<file path="config.mk">
export PLATFORM = sky130hd
export DESIGN_NAME = sdram_arbiter
export DESIGN_NICKNAME = d
export VERILOG_FILES = /design/src/rtl/sdram_arbiter.sv
export SDC_FILE = /design/constraint.sdc
export NUM_CORES = 1
export LEC_CHECK = 0
export CAP_MARGIN = 20
export CELL_PAD_IN_SITES_DETAIL_PLACEMENT = 1
export CELL_PAD_IN_SITES_GLOBAL_PLACEMENT = 2
export CORE_MARGIN = 10
export CORE_UTILIZATION = 27
export CTS_CLUSTER_SIZE = 30
export DETAILED_ROUTE_END_ITERATION = 12
export PLACE_DENSITY_LB_ADDON = 0.1
export SYNTH_ARGS = -nofsm -noshare
export SYNTH_HDL_FRONTEND = slang
export SYNTH_SLANG_ARGS = --single-unit
</file>
<file path="constraint.sdc">
create_clock -name clk -period 2.05 [get_ports clk]
set_input_delay 0.41 -clock clk [delete_from_list [all_inputs] [get_ports clk]]
set_output_delay 0.41 -clock clk [all_outputs]
set_load 0.02 [all_outputs]
</file>
<file path="src/rtl/sdram_arbiter.sv">
// SDRAM burst arbiter: round-robin between a frame write FIFO and a read FIFO,
// issuing one 512-word burst at a time to the SDRAM controller.
//
// state     | meaning
// ----------+-----------------------------------------------------------
// IDLE      | no burst in flight; wait for controller ready and a request
// ISSUE     | ctl_rw_en pulsed for one cycle with rw/addr already latched
// WAIT_ACK  | controller has not yet dropped ready for this burst
// WAIT_DONE | burst running; ready returning high marks completion
module sdram_arbiter #(
    parameter int FRAME_BURSTS = 600
) (
    input  logic        clk,
    input  logic        rst_n,
    input  logic        wr_req,
    input  logic [15:0] wr_data,
    output logic        wr_pop,
    input  logic        rd_req,
    output logic [15:0] rd_data,
    output logic        rd_push,
    output logic        ctl_rw,
    output logic        ctl_rw_en,
    output logic [14:0] ctl_addr,
    output logic [15:0] ctl_wdata,
    input  logic        ctl_wdata_req,
    input  logic [15:0] ctl_rdata,
    input  logic        ctl_rdata_valid,
    input  logic        ctl_ready,
    output logic        frame_valid,
    output logic        busy
);

    typedef enum logic [1:0] {
        ST_IDLE      = 2'd0,
        ST_ISSUE     = 2'd1,
        ST_WAIT_ACK  = 2'd2,
        ST_WAIT_DONE = 2'd3
    } state_t;

    localparam logic [14:0] LAST_PTR = 15'(FRAME_BURSTS - 1);

    state_t      r_state;
    logic [14:0] r_wr_ptr;
    logic [14:0] r_rd_ptr;
    logic        r_last_grant;   // 1 = read was granted last
    logic        r_frame_valid;
    logic        r_ctl_rw;
    logic        r_ctl_rw_en;
    logic [14:0] r_ctl_addr;

    logic        w_wr_elig;
    logic        w_rd_elig;
    logic        w_grant_rd;
    logic        w_any_elig;
    logic [14:0] w_wr_ptr_nxt;
    logic [14:0] w_rd_ptr_nxt;

    // FIFO data and strobes pass straight between FIFOs and controller
    assign wr_pop    = ctl_wdata_req;
    assign ctl_wdata = wr_data;
    assign rd_data   = ctl_rdata;
    assign rd_push   = ctl_rdata_valid;

    // Reads only make sense once a whole frame exists in SDRAM
    assign w_wr_elig  = wr_req;
    assign w_rd_elig  = rd_req & r_frame_valid;
    assign w_any_elig = w_wr_elig | w_rd_elig;
    assign w_grant_rd = w_rd_elig & (~w_wr_elig | ~r_last_grant);

    // Linear burst index: low two bits are the bank, so consecutive bursts rotate banks
    assign w_wr_ptr_nxt = (r_wr_ptr == LAST_PTR) ? 15'd0 : r_wr_ptr + 15'd1;
    assign w_rd_ptr_nxt = (r_rd_ptr == LAST_PTR) ? 15'd0 : r_rd_ptr + 15'd1;

    assign ctl_rw      = r_ctl_rw;
    assign ctl_rw_en   = r_ctl_rw_en;
    assign ctl_addr    = r_ctl_addr;
    assign frame_valid = r_frame_valid;
    assign busy        = (r_state != ST_IDLE);

    // Burst sequencing FSM with registered controller outputs
    always_ff @(posedge clk or negedge rst_n) begin
        if (!rst_n) begin
            r_state       <= ST_IDLE;
            r_wr_ptr      <= 15'd0;
            r_rd_ptr      <= 15'd0;
            r_last_grant  <= 1'b1;
            r_frame_valid <= 1'b0;
            r_ctl_rw      <= 1'b0;
            r_ctl_rw_en   <= 1'b0;
            r_ctl_addr    <= 15'd0;
        end else begin
            case (r_state)
                ST_IDLE: begin
                    r_ctl_rw_en <= 1'b0;
                    if (ctl_ready && w_any_elig) begin
                        r_state      <= ST_ISSUE;
                        r_ctl_rw_en  <= 1'b1;
                        r_last_grant <= w_grant_rd;
                        r_ctl_rw     <= w_grant_rd;
                        if (w_grant_rd) begin
                            r_ctl_addr <= r_rd_ptr;
                            r_rd_ptr   <= w_rd_ptr_nxt;
                        end else begin
                            r_ctl_addr <= r_wr_ptr;
                            r_wr_ptr   <= w_wr_ptr_nxt;
                            if (r_wr_ptr == LAST_PTR) begin
                                r_frame_valid <= 1'b1;
                            end
                        end
                    end
                end
                ST_ISSUE: begin
                    r_ctl_rw_en <= 1'b0;
                    r_state     <= ST_WAIT_ACK;
                end
                ST_WAIT_ACK: begin
                    r_ctl_rw_en <= 1'b0;
                    if (!ctl_ready) begin
                        r_state <= ST_WAIT_DONE;
                    end
                end
                ST_WAIT_DONE: begin
                    r_ctl_rw_en <= 1'b0;
                    if (ctl_ready) begin
                        r_state <= ST_IDLE;
                    end
                end
                default: begin
                    r_ctl_rw_en <= 1'b0;
                    r_state     <= ST_IDLE;
                end
            endcase
        end
    end

endmodule

</file>
== Yosys cells after proc, flatten, opt, wreduce, memory -nomap -nowiden ==
Cells that the tools add are included.

* Input bits: 39
* Logic and storage cells: 43
* Register bits after elaboration: 51

* Reductions and logical operators: 9
* Muxes and demuxes: 9
* Bitwise gates (word level): 7
* Add/subtract/negate cells: 2
* Equal/unequal tests: 8

{| class="wikitable"
|+ Operator list
! kind !! count
|-
| 15-bit 2-to-1 mux || 3
|-
| 15-bit by 1-bit adder with 15-bit output (second input constant) || 2
|-
| 15-bit by 10-bit == test with 1-bit output (second input constant) || 2
|-
| 3-bit AND reduction || 3
|-
| 2-bit case mux with 4 select lines || 1
|-
| 2-bit 2-to-1 mux || 3
|-
| 2-bit inequality test (second input constant) || 3
|-
| 2-bit == test (second input constant) || 2
|-
| 4-bit AND reduction || 1
|-
| 1-bit inverter || 3
|-
| 3-bit OR reduction || 1
|-
| 1-bit bitwise AND || 2
|-
| 2-bit by 1-bit == test with 1-bit output (second input constant) || 1
|-
| 2-bit logical NOT || 1
|-
| 1-bit bitwise OR || 2
|-
| 1-bit case mux with 2 select lines || 1
|-
| 2-bit AND reduction || 1
|-
| 2-bit nonzero test || 1
|-
| 1-bit logical AND || 1
|-
| 1-bit 2-to-1 mux || 1
|}

== Longest topological paths before layout ==
* Depth in word-level cells: 5
* Gate-level depth with buffers: 8
* Mapped depth without buffers: 7

== Least setup slack after synthesis ==
OpenSTA, ideal clock, no wires.

* Path kind: reg-to-reg
* Start: reg r_state[0]
* End: reg r_ctl_addr[13], in the netlist ctl_addr[13]
* Data required time: 1,923 ps
* Stages on the path, launching flop included: 9
* Clock period less this slack: 1,709 ps
* Setup time: 127 ps
* Slack: 341 ps
* Data arrival time: 1,582 ps
* Cell sequence: dfrtp_1 inv_1 ha_1 nand2_1 or2_1 clkbuf_1 buf_2 a222oi_1 inv_1

* Longest elaborated chain between the ends: 2

{| class="wikitable"
|+ RTL lines
! item !! RTL line !! text
|-
| start, declared || 42 || <nowiki>state_t r_state;</nowiki>
|-
| start signal, assigned || 83 || <nowiki>r_state <= ST_IDLE;</nowiki>
|-
| start signal, assigned || 96 || <nowiki>r_state <= ST_ISSUE;</nowiki>
|-
| start signal, assigned || 114 || <nowiki>r_state <= ST_WAIT_ACK;</nowiki>
|-
| 2-bit logical NOT || 92 || <nowiki>case (r_state)</nowiki>
|-
| 2-bit AND reduction (no source line) || - ||
|-
| end signal, assigned || 101 || <nowiki>r_ctl_addr <= r_rd_ptr;</nowiki>
|-
| end signal, assigned || 104 || <nowiki>r_ctl_addr <= r_wr_ptr;</nowiki>
|-
| end, declared || 49 || <nowiki>logic [14:0] r_ctl_addr;</nowiki>
|}

Every way passes these cells.
A chain may end at the register's enable or synchronous reset.

== Final worst setup path ==
* Start: reg r_state[0]
* End: out busy

* Longest elaborated chain between the ends: 1

{| class="wikitable"
|+ RTL lines
! item !! RTL line !! text
|-
| 2-bit nonzero test || 78 || <nowiki>assign busy = (r_state != ST_IDLE);</nowiki>
|-
| end, declared || 30 || <nowiki>output logic busy</nowiki>
|}

Every way passes these cells.

==> flow_metrics.env <==
export IMPL_run_status="completed"
export IMPL_die_area_um2=14810
export IMPL_dp_final_hpwl_mm=5.891
export IMPL_clk_path_buf_depth=2
export IMPL_stdcell_area_um2=3207
export IMPL_drt_wirelength_per_cell_um=18.56
export IMPL_power_density_nw_per_um2=887.7
export IMPL_crit_chain="inv_1 -> ha_2 -> inv_1 -> dlygate4sd2_1"
export IMPL_viasPerCell=5.054
export IMPL_synth_xor_area_share=0.04393
export IMPL_path_buf_inv=3
export IMPL_rsz0062_at_grt="no"
export IMPL_n_antenna_cell=0
export IMPL_synth_simple_area_share=0.1936
export IMPL_grt_pass1_vias=2283
export IMPL_initial_core_util=0.2741
export IMPL_reg2reg_to="ctl_addr[12]"
export IMPL_maxCapViolations=0
export IMPL_synth_distinct_cells=48
export IMPL_synthCells=282
export IMPL_numPortBuffers=23
export IMPL_p_leak_nw=1.472
export IMPL_multi_input_area_um2=1120
export IMPL_dpl_cell_area_um2=3088
export IMPL_critPathArrivalTime_ps=1460
export IMPL_cts_root_buf="clkbuf_8"
export IMPL_synth_edf_count=0
export IMPL_post_cts_buffers=0
export IMPL_grt_pass1_wl_mm=13.05
export IMPL_met3_length_um=321
export IMPL_worst_pin_slew_ps=476.2
export IMPL_postSynth_asyncResetShare=1.000
export IMPL_path_clk_slew_ps=100
export IMPL_yosysWarningCount=0
export IMPL_grtUsageTotal=0.1104
export IMPL_cp_required_ps=1640
export IMPL_holdBufCountCts=0
export IMPL_clock_sinks=51
export IMPL_register_area_um2=1277
export IMPL_hold_violations=0
export IMPL_start_kind="register"
export IMPL_routed_top_layer="met4"
export IMPL_wl_met2_mm=3.801
export IMPL_vias=2153
export IMPL_yosysSeqAreaShare=0.4576
export IMPL_fmaxAchievable_ghz=0.5353
export IMPL_synth_top_area_frac=0.4482
export IMPL_antenna_found_initial=0
export IMPL_die_h_um=121.7
export IMPL_drt_total_wl_mm=7.907
export IMPL_cp_common_cell="inv_1"
export IMPL_synth_most_common_cell="dfrtp_1"
export IMPL_htree_levels=2
export IMPL_drt_antenna_violating_nets=0
export IMPL_grt_start_max_net_pins=34
export IMPL_setup_violations=0
export IMPL_drt_iter0_drc=165
export IMPL_crit_type="reg -> out"
export IMPL_hp_class="in -> async"
export IMPL_nNetsFinal=333
export IMPL_r2r_cells=7
export IMPL_synth_mux_area_frac=0.007620
export IMPL_period_minus_slack_ps=1868
export IMPL_tns_ps=0
export IMPL_drcViolationCount=0
export IMPL_reg2reg_slack_ps=240
export IMPL_skew_ps=9.905
export IMPL_syn_cell_area_um2=2791
export IMPL_synth_common_cells="dfrtp_1, buf_4, inv_1, nand2_1, a222oi_1"
export IMPL_synthFlopType="dfrtp_1"
export IMPL_wl_met1_mm=3.714
export IMPL_drt_pass1_iterations=6
export IMPL_max_stage_delay_ps=420
export IMPL_cts_tree="done"
export IMPL_ios=92
export IMPL_row_count=37
export IMPL_critical_path_slowest_cell="dfrtp_1"
export IMPL_die_x_um=121.7
export IMPL_synth_area_leaders="dfrtp_1, buf_4, a222oi_1"
export IMPL_max_vdd_ir_drop_v=0.0002883
export IMPL_fin_crit_sh=0.9113
export IMPL_drv_slew=0
export IMPL_clk_latency_ps=310
export IMPL_synth_seq_cells=51
export IMPL_avgSynthCellArea_um2=9.899
export IMPL_core_area_um2=10180
export IMPL_yosys_area_top_type="dfrtp_1"
export IMPL_drive_gt1_frac=0.1414
export IMPL_critPathMaxFanout=6
export IMPL_synth_compound_area_share=0.1309
export IMPL_synth_top_family_by_area="simple AND/OR/NAND/NOR gates"
export IMPL_synth_fa_ha_area_frac=0.02241
export IMPL_syn_nets=326
export IMPL_fill_cells=1188
export IMPL_critPathTopFamily="buffers and inverters"
export IMPL_area_delta_synth_final_pct=14.88
export IMPL_r2r_start="r_state[0]"
export IMPL_numCtsBuffers=5
export IMPL_place_congestion=0.7238
export IMPL_max_slew_margin=0.6826
export IMPL_gr_total_overflow=0
export IMPL_end_kind="primary output"
logic make-up (layout without fill, tap and decap cells):
kind of cell,after synthesis,count (layout)
and+or+nand+nor,93,93
DFF,51,51
buffers and inverters,68,76
AOI/OAI and AO/OA,49,49
xor gates and xnor gates,14,14
adders and majority gates,5,5
muxes,2,2
metrics by stage:
step,worst slack [ps],cells,utilization,power (mW),hold WS (ps)
3_3_place_gp,82.30,418,0.3032,2.128,405.9
5_1_grt,39.46,426,0.3149,3.051,61.54
3_5_place_dp,70.94,418,0.3032,2.133,400.1
6_report,181.9,426,0.3149,2.847,43.95
4_1_cts,92.48,426,0.3146,2.894,54.34
2_1_floorplan,341.2,282,-,1.816,114.4
power by group:
| part | switching, mW | total [mW] | internal [mW] |
|---|---|---|---|
| Sequential | 0.155 | 1.31 | 1.16 |
| Clock | 0.361 | 0.757 | 0.396 |
| Combinational | 0.429 | 0.776 | 0.347 |
metal layers:
layer,global-route usage,vias up
li1,-,992
met1,0.1436,1104
met2,0.1790,48
met3,0.02960,9
met4,0.02534,0
met5,0,-
cell usage in the layout (no fill, tap or decap), drive strengths merged, types with 5 or more instances in the layout:
cell and n:
nand3 13, ha 5, inv 24, xnor2 11, nand4 10, a222oi 15, a21oi 7, dfrtp 50
o21ai 12, clkdlybuf4s50 21, clkbuf 6, nor2 13, and3 5, buf 22, nor3 8, a22o 5
nand2 19
registers in the layout, summed over array words and instances (netlist names):
signal        cells
r_wr_ptr         15
ctl_rw            1
frame_valid       1
ctl_rw_en         1
ctl_addr         15
r_last_grant      1
r_rd_ptr         15
r_state           2
worst max path at each step:
stage / cells past startpoint / endpoint / from
global route: 7 / ctl_addr[2] / r_state[0]
floorplan: 8 / ctl_addr[13] / r_state[0]
finish: 4 / busy / r_state[0]
detailed placement: 6 / r_rd_ptr[5] / rd_req
global placement: 5 / r_wr_ptr[6] / rd_req
CTS: 4 / busy / r_state[0]
area by class of cell:
| class | count | share of cell area |
|---|---|---|
| Tap cell | 136 | 0.05306 |
| Inverter | 24 | 0.02809 |
| Clock buffer | 6 | 0.02575 |
| Sequential cell | 51 | 0.3984 |
| Multi-Input combinational cell | 163 | 0.3492 |
| Clock inverter | 2 | 0.01092 |
| Timing Repair Buffer | 44 | 0.1346 |
timing repair:
item,4_1_cts,5_1_grt
setup endpoints to repair,1,2
gates resized for setup,1,1
pin swaps,0,0
hold endpoints to repair,0,0
No activity file was read; power rests on OpenSTA's default activity.
